$ cat src/rtl/instr_loader.sv
// Boot-time instruction memory loader: parses A5/N/payload/checksum frames into
// little-endian 32-bit words, writes them from address 0, and releases the CPU on a good checksum.
module instr_loader #(
  parameter int ADDR_W    = 10,
  parameter int MAX_WORDS = 255
) (
  input  logic              clk_i,
  input  logic              rst_n,
  input  logic [7:0]        rx_data_i,
  input  logic              rx_valid_i,
  output logic              rx_ready_o,
  input  logic              load_req_i,
  output logic              im_we_o,
  output logic [ADDR_W-1:0] im_addr_o,
  output logic [31:0]       im_wdata_o,
  output logic              cpu_rst_n_o,
  output logic              done_o,
  output logic              err_o,
  output logic [7:0]        words_o
);

  localparam logic [7:0] HEADER = 8'hA5;
  localparam logic [8:0] MAX_N  = 9'(MAX_WORDS);

  typedef enum logic [2:0] {
    S_HUNT,
    S_COUNT,
    S_DATA,
    S_CHECK,
    S_DONE,
    S_ERR
  } state_t;

  state_t            state_q, state_d;
  logic              rdy_q, rdy_d;
  logic              we_q, we_d;
  logic [ADDR_W-1:0] im_addr_q, im_addr_d;
  logic [31:0]       im_wdata_q, im_wdata_d;
  logic              cpu_rst_n_q, cpu_rst_n_d;
  logic              done_q, done_d;
  logic              err_q, err_d;
  logic [7:0]        words_q, words_d;
  logic [ADDR_W-1:0] addr_q, addr_d;
  logic [7:0]        chk_q, chk_d;
  logic [7:0]        n_q, n_d;
  logic [1:0]        idx_q, idx_d;
  logic [23:0]       wbuf_q, wbuf_d;

  logic              accept;
  logic [7:0]        words_inc;

  assign accept    = rx_valid_i & rdy_q;
  assign words_inc = words_q + 8'd1;

  // Every output comes straight from a flop, so reset forces it low at once and
  // the write strobe can never glitch.
  assign rx_ready_o  = rdy_q;
  assign im_we_o     = we_q;
  assign im_addr_o   = im_addr_q;
  assign im_wdata_o  = im_wdata_q;
  assign cpu_rst_n_o = cpu_rst_n_q;
  assign done_o      = done_q;
  assign err_o       = err_q;
  assign words_o     = words_q;

  always_ff @(posedge clk_i or negedge rst_n) begin
    if (!rst_n) begin
      state_q     <= S_HUNT;
      rdy_q       <= 1'b0;
      we_q        <= 1'b0;
      im_addr_q   <= '0;
      im_wdata_q  <= '0;
      cpu_rst_n_q <= 1'b0;
      done_q      <= 1'b0;
      err_q       <= 1'b0;
      words_q     <= '0;
      addr_q      <= '0;
      chk_q       <= '0;
      n_q         <= '0;
      idx_q       <= '0;
      wbuf_q      <= '0;
    end else begin
      state_q     <= state_d;
      rdy_q       <= rdy_d;
      we_q        <= we_d;
      im_addr_q   <= im_addr_d;
      im_wdata_q  <= im_wdata_d;
      cpu_rst_n_q <= cpu_rst_n_d;
      done_q      <= done_d;
      err_q       <= err_d;
      words_q     <= words_d;
      addr_q      <= addr_d;
      chk_q       <= chk_d;
      n_q         <= n_d;
      idx_q       <= idx_d;
      wbuf_q      <= wbuf_d;
    end
  end

  always_comb begin
    state_d    = state_q;
    we_d       = 1'b0;
    im_addr_d  = im_addr_q;
    im_wdata_d = im_wdata_q;
    err_d      = err_q;
    words_d    = words_q;
    addr_d     = addr_q;
    chk_d      = chk_q;
    n_d        = n_q;
    idx_d      = idx_q;
    wbuf_d     = wbuf_q;

    case (state_q)
      S_HUNT: begin
        if (accept && rx_data_i == HEADER) begin
          err_d   = 1'b0;
          words_d = '0;
          addr_d  = '0;
          chk_d   = '0;
          state_d = S_COUNT;
        end
      end
      S_COUNT: begin
        if (accept) begin
          n_d   = rx_data_i;
          chk_d = rx_data_i;
          idx_d = '0;
          if ({1'b0, rx_data_i} > MAX_N) begin
            state_d = S_ERR;
          end else if (rx_data_i == 8'd0) begin
            state_d = S_CHECK;
          end else begin
            state_d = S_DATA;
          end
        end
      end
      S_DATA: begin
        if (accept) begin
          chk_d = chk_q ^ rx_data_i;
          idx_d = idx_q + 2'd1;
          case (idx_q)
            2'd0: wbuf_d[7:0]   = rx_data_i;
            2'd1: wbuf_d[15:8]  = rx_data_i;
            2'd2: wbuf_d[23:16] = rx_data_i;
            default: begin
              // Fourth byte completes the word; the write strobe follows one cycle later.
              we_d       = 1'b1;
              im_wdata_d = {rx_data_i, wbuf_q};
              im_addr_d  = addr_q;
              addr_d     = addr_q + ADDR_W'(4);
              words_d    = words_inc;
              if (words_inc == n_q) begin
                state_d = S_CHECK;
              end
            end
          endcase
        end
      end
      S_CHECK: begin
        if (accept) begin
          state_d = (rx_data_i == chk_q) ? S_DONE : S_ERR;
        end
      end
      S_DONE: begin
        if (load_req_i) begin
          state_d = S_HUNT;
        end
      end
      S_ERR: begin
        state_d = S_HUNT;
      end
      default: begin
        state_d = S_HUNT;
      end
    endcase

    rdy_d       = (state_d == S_HUNT) || (state_d == S_COUNT) ||
                  (state_d == S_DATA) || (state_d == S_CHECK);
    done_d      = (state_d == S_DONE);
    cpu_rst_n_d = (state_d == S_DONE);
    if (state_d == S_ERR) begin
      err_d = 1'b1;
    end
  end

endmodule

$ cat config.mk
export PLATFORM = sky130hd
export DESIGN_NAME = instr_loader
export DESIGN_NICKNAME = d
export VERILOG_FILES = /design/src/rtl/instr_loader.sv
export SDC_FILE = /design/constraint.sdc
export NUM_CORES = 1
export LEC_CHECK = 0
export CORE_ASPECT_RATIO = 1.25
export CORE_MARGIN = 4
export CORE_UTILIZATION = 34
export CTS_CLUSTER_DIAMETER = 50
export CTS_CLUSTER_SIZE = 28
export DETAILED_ROUTE_END_ITERATION = 10
export HOLD_SLACK_MARGIN = 0.05
export REMOVE_ABC_BUFFERS = 1
export SLEW_MARGIN = 5
export SYNTH_ARGS = -nofsm -noshare
export SYNTH_HDL_FRONTEND = slang
export SYNTH_SLANG_ARGS = --single-unit
$ cat constraint.sdc
create_clock -name clk_i -period 6.54 [get_ports clk_i]
set_clock_uncertainty 0.2 [all_clocks]
set_input_delay 0.654 -clock clk_i [delete_from_list [all_inputs] [get_ports clk_i]]
set_output_delay 0.654 -clock clk_i [all_outputs]
set_load 0.01 [all_outputs]
# After elaboration in Yosys (flattened, before gate mapping)

Cells that the tools add are included.

Reduce and logical (&&, ||, !) cells: 23
Muxes and demuxes: 30
Bitwise operators: 3
Equality and inequality tests: 18
Add/sub/neg operators: 3

Operators by type and width:

| cell                                           | count |
|---|---|
| 2-to-1 mux 8 bit                               | 5 |
| 2-to-1 mux 10 bit                              | 3 |
| one-hot mux 8 bit (3 select lines)             | 1 |
| 2-to-1 mux 3 bit                               | 7 |
| one-hot mux 10 bit (2 select lines)            | 1 |
| == test 8 bit                                  | 2 |
| one-hot mux 8 bit (2 select lines)             | 1 |
| one-hot mux 3 bit (5 select lines)             | 1 |
| AND reduction 3 bit                            | 5 |
| == test 3 x 2 -> 1 bit (second input constant) | 4 |
| adder 10 x 3 -> 10 bit (second input constant) | 1 |
| == test 3 bit (second input constant)          | 3 |
| adder 8 x 1 -> 8 bit (second input constant)   | 1 |
| == test 8 bit (second input constant)          | 1 |
| zero test 8 bit                                | 1 |
| 2-to-1 mux 1 bit                               | 8 |
| != test 2 bit (second input constant)          | 4 |
| AND reduction 4 bit                            | 2 |
| nonzero test 2 bit                             | 4 |
| XOR 8 bit                                      | 1 |
| == test 3 x 1 -> 1 bit (second input constant) | 2 |
| zero test 3 bit                                | 2 |
| 2-to-1 mux 2 bit                               | 2 |
| one-hot mux 2 bit (2 select lines)             | 1 |
| 11 further kinds                               | 14 |

Register bits: 109
Input port bits: 12
Output and inout bits: 55
Word-level logic and storage cells: 92

# Logic depth before layout (Yosys ltp)

Depth after elaboration: 10
Mapped depth: 9
Mapped depth without buffers: 7

# Worst setup path before layout

No wires, ideal clock.

Kind: input -> register
Start point: input port rx_data_i[3]
End point: register err_q (netlist: err_o)
Library setup time: 0.121 ns
Data required time: 6.219 ns
Stages on the path: 6
Path slack: 3.926 ns
Data arrival time: 2.293 ns
Path buffers: 1
Path through: buf_6 or4_4 nor4_4 nor2b_2 or3_1 o22a_1

Cells in the longest elaborated chain, start to end: 7
Elaborated cells on any way between the ends: 15
Those cells by class: eq/ne: 3; mux: 7; reduce/logical: 5

RTL lines:

| element                                        | line          | text |
|---|---|---|
| start: declaration                             | 9             | `input logic [7:0] rx_data_i,` |
| == test 8 bit, or another cell as far along    | 161           | `state_d = (rx_data_i == chk_q) ? S_DONE : S_ERR;` |
| 2-to-1 mux 1 bit, or another cell as far along | 161           |  |
| 2-to-1 mux 3 bit, on equally long branches     | 160, 115, 124 |  |
| one-hot mux 3 bit (5 select lines)             | 113           | `case (state_q)` |
| == test 3 bit                                  | 181           | `if (state_d == S_ERR) begin` |
| nonzero test 2 bit (no line)                   | --            |  |
| AND reduction 2 bit (no line)                  | --            |  |
| end signal: assignment                         | 90            | `err_q <= err_d;` |
| end: declaration                               | 41            | `logic err_q, err_d;` |

Parallel ways exist; a longest one is shown, timed or not.
A chain may end at the register's enable or synchronous reset.

# Worst setup path in the final report

Start point: input port rx_valid_i
End point: register addr_q[7]

Cells in the longest elaborated chain, start to end: 4
Elaborated cells on any way between the ends: 5
Those cells by class: eq/ne: 2; bitwise: 1; reduce/logical: 2

RTL lines:

| element                         | line | text |
|---|---|---|
| start: declaration              | 10   | `input logic rx_valid_i,` |
| bitwise AND 1 bit *             | 52   | `assign accept = rx_valid_i & rdy_q;` |
| logical AND 1 bit               | 115  | `if (accept && rx_data_i == HEADER) begin` |
| != test 2 bit (no line)         | --   |  |
| AND reduction 4 bit (no line) * | --   |  |
| end signal: assignment          | 92   | `addr_q <= addr_d;` |
| end: declaration                | 43   | `logic [ADDR_W-1:0] addr_q, addr_d;` |

Mark *: on every way between the ends. The rest lies on a longest branch, timed or not.

==> impl_metrics.toml <==
[die]
die_h_um = 141
die_w_um = 115
ioPinCount = 67
initial_core_util = 0.348
num_rows = 48
core_um2 = 13900
dieArea_um2 = 16200

[placement]
placed_cell_area_um2 = 5540
dp_hpwl_um = 7250
gp_congestion = 0.817
port_buffers = 64
dp.cells = 692

[clock_network]
cts_resized = 0
clockBufferDepth = 2
numCtsBuffers = 9
cts_tree = "built"
cts_htree_levels = 3
cts.sinks = 105
post-cts-setup-buffer-count = 0
cts-root-buf = "clkbuf_16"
hold_buffers = 0
clock_latency_ns = 0.34
clk_pin_slew_ns = 0.07

[worst_setup_path]
setup.worst_path.start = "rx_valid_i"
cp-end-kind = "register"
worstSetupPathType = "in -> reg"
critical_path.endpoint = "addr_q[7]"
r2r_end = "addr_q[7]"
r2r_slack_ns = 3.24
crit_fanout = 51
worstRegToRegCells = 7
cp_data_arrival_time_ns = 3.38
reg2reg_from = "state_q[2]"
critPathLaunchType = "input pin"
worst_ep_required_time_ns = 6.54

[synthesis]
synth_flop_cell = "dfrtp_1"
synthSimpleGateAreaFrac = 0.206
synth.area.mux_share = 0.0770
yosysWarnings = 0
netlist_instances = 483
synthDistinctLibCells = 48
ys_seq_area_frac = 0.544
synth-edff-count = 0
netlist_area_um2 = 4830
synth_top_family_by_area = "simple AND/OR/NAND/NOR gates"
async_reset_ff_frac = 1.00
syn_area_per_cell_um2 = 9.99
synth_top_area_share = 0.544
synthAdderAreaFrac = 0.0156
synth_compound_area_frac = 0.0778
synth-xor-area-share = 0.0399
synth-seq-cells = 105
synth.area.top_cells = "dfrtp_1, nand2_1, mux2_2"
synth_top_area_cell = "dfrtp_1"

[sta]
rsz0062_at_grt = "no"
tightest_slew_ns = 0.956
slew_violations = 0
setup_violations = 0
layout_min_cycle_time_ns = 3.38
tns_ns = 0
period_share = 0.518
fin_hold_ws_ns = 0.0881
fmax_ghz = 0.295
relSlewSlack = 0.360
finalHoldViolCount = 0

[layout]
layout_commonest_cell = "nand2_1"
final_nets = 546
fin_cells = 708
final_core_utilization = 0.420
syn2layout_area_growth_pct = 20.7
fillers = 1363
design_area_um2 = 5830
drive_above_1_share = 0.113
diodes = 0
layout_common_cells = "nand2_1, dfrtp_1, clkdlybuf4s50_1, mux2_2, o21ai_0"

[grt]
grt_use_total = 0.137
grt_pass1_vias = 3544
grt_max_degree = 67
grt_pass1_wl_um = 17800
grt_remaining_overflow = 0
antenna_found_initial = 0

[routing]
ant_nets = 0
dr.first_iter.drc_count = 241
wl_per_cell_um = 15.0
routed_wl_um = 10600
first_pass_iters = 6
routed-via-count = 3497
drc = 0
vias_per_cell = 4.94

[pwr]
ir_worst_vdd_mv = 0.180
power_leakage_nw = 2.67
power_density_nw_per_um2 = 385

[run]
maxCapViolations = 0

[status]
status = "completed"

[min_path]
hp-class = "in -> async"
final cells by class:
type,instances,area [um2],share of cell area
sequential,105,2630,0.451
multi-input combinational,340,2020,0.346
timing repair buffer,67,661,0.113
clock buffer,11,243,0.0417
tap,175,219,0.0376
clock inverter,5,40.0,0.00687
inverter,5,18.8,0.00322
per-layer routing:
metal / track usage / vias to the layer above / wire, um
met5: 0 / - / 0
met3: 0.0335 / 15 / 438
met2: 0.228 / 71 / 5270
met1: 0.178 / 1713 / 4790
met4: 0.0400 / 0 / 148
li1: - / 1698 / -
cells in the mapped netlist, types with 2 or more instances:
| cell | number |
|---|---|
| nand2b_1 | 4 |
| nor2b_1 | 11 |
| nor3_1 | 3 |
| or3_1 | 3 |
| a22o_1 | 3 |
| buf_2 | 3 |
| buf_4 | 3 |
| nor2_1 | 16 |
| nand2_1 | 147 |
| buf_1 | 5 |
| and3_1 | 4 |
| inv_1 | 5 |
| nand4_1 | 7 |
| clkbuf_1 | 20 |
| mux2_2 | 33 |
| o31ai_1 | 2 |
| dfrtp_1 | 105 |
| a31oi_1 | 3 |
| ha_1 | 6 |
| xor2_1 | 16 |
| xnor2_1 | 6 |
| nand3_1 | 3 |
| nand3b_1 | 3 |
| and2_1 | 5 |
| nor4_1 | 4 |
| o211ai_1 | 3 |
| o21a_1 | 2 |
| o21ai_0 | 32 |
| a32oi_1 | 7 |
flip-flops by register name, summed over array words and instances, names as in the netlist:
signal / cells
state_q: 3
im_wdata_o: 32
err_o: 1
im_addr_o: 8
done_o: 1
im_we_o: 1
idx_q: 2
n_q: 8
addr_q: 8
wbuf_q: 24
chk_q: 8
words_o: 8
rx_ready_o: 1
critical path, stage by stage:
cell and delay, ns:
clkdlybuf4s50_1 0.46, and4b_1 0.26, nand2_2 0.70, clkinv_1 0.47, buf_4 0.41, nand4_1 0.18
xor2_1 0.17, nor2_1 0.06
cell families (layout without fill, tap and decap cells):
group | after synthesis | in the layout
simple gates | 219 | 219
flops | 105 | 105
compound gates | 58 | 58
buf+inv | 39 | 88
mux | 33 | 33
xor+xnor | 22 | 22
fa+ha+maj | 6 | 6
other cells | 1 | 2
worst min-delay path by stage:
| stage | to | slack (ns) |
|---|---|---|
| 2_1_floorplan | addr_q[2] | 0.16 |
| 3_3_place_gp | im_wdata_o[15] | 0.25 |
| 3_5_place_dp | im_wdata_o[19] | 0.26 |
| 4_1_cts | words_o[1] | 0.10 |
| 5_1_grt | words_o[0] | 0.13 |
| 6_report | words_o[0] | 0.09 |
power by group:
part           internal, mW  switching [mW]
Combinational         0.381           0.320
Clock                 0.271           0.235
Sequential            0.873           0.160
Total                  1.53           0.715
metrics by stage:
step	power (mW)	setup slack [ns]
CTS	2.28	3.11
global placement	1.73	2.89
global route	2.41	2.88
finish	2.24	3.16
detailed placement	1.76	2.77
floorplan	1.42	3.01
Power figures use the tool's default switching activity.
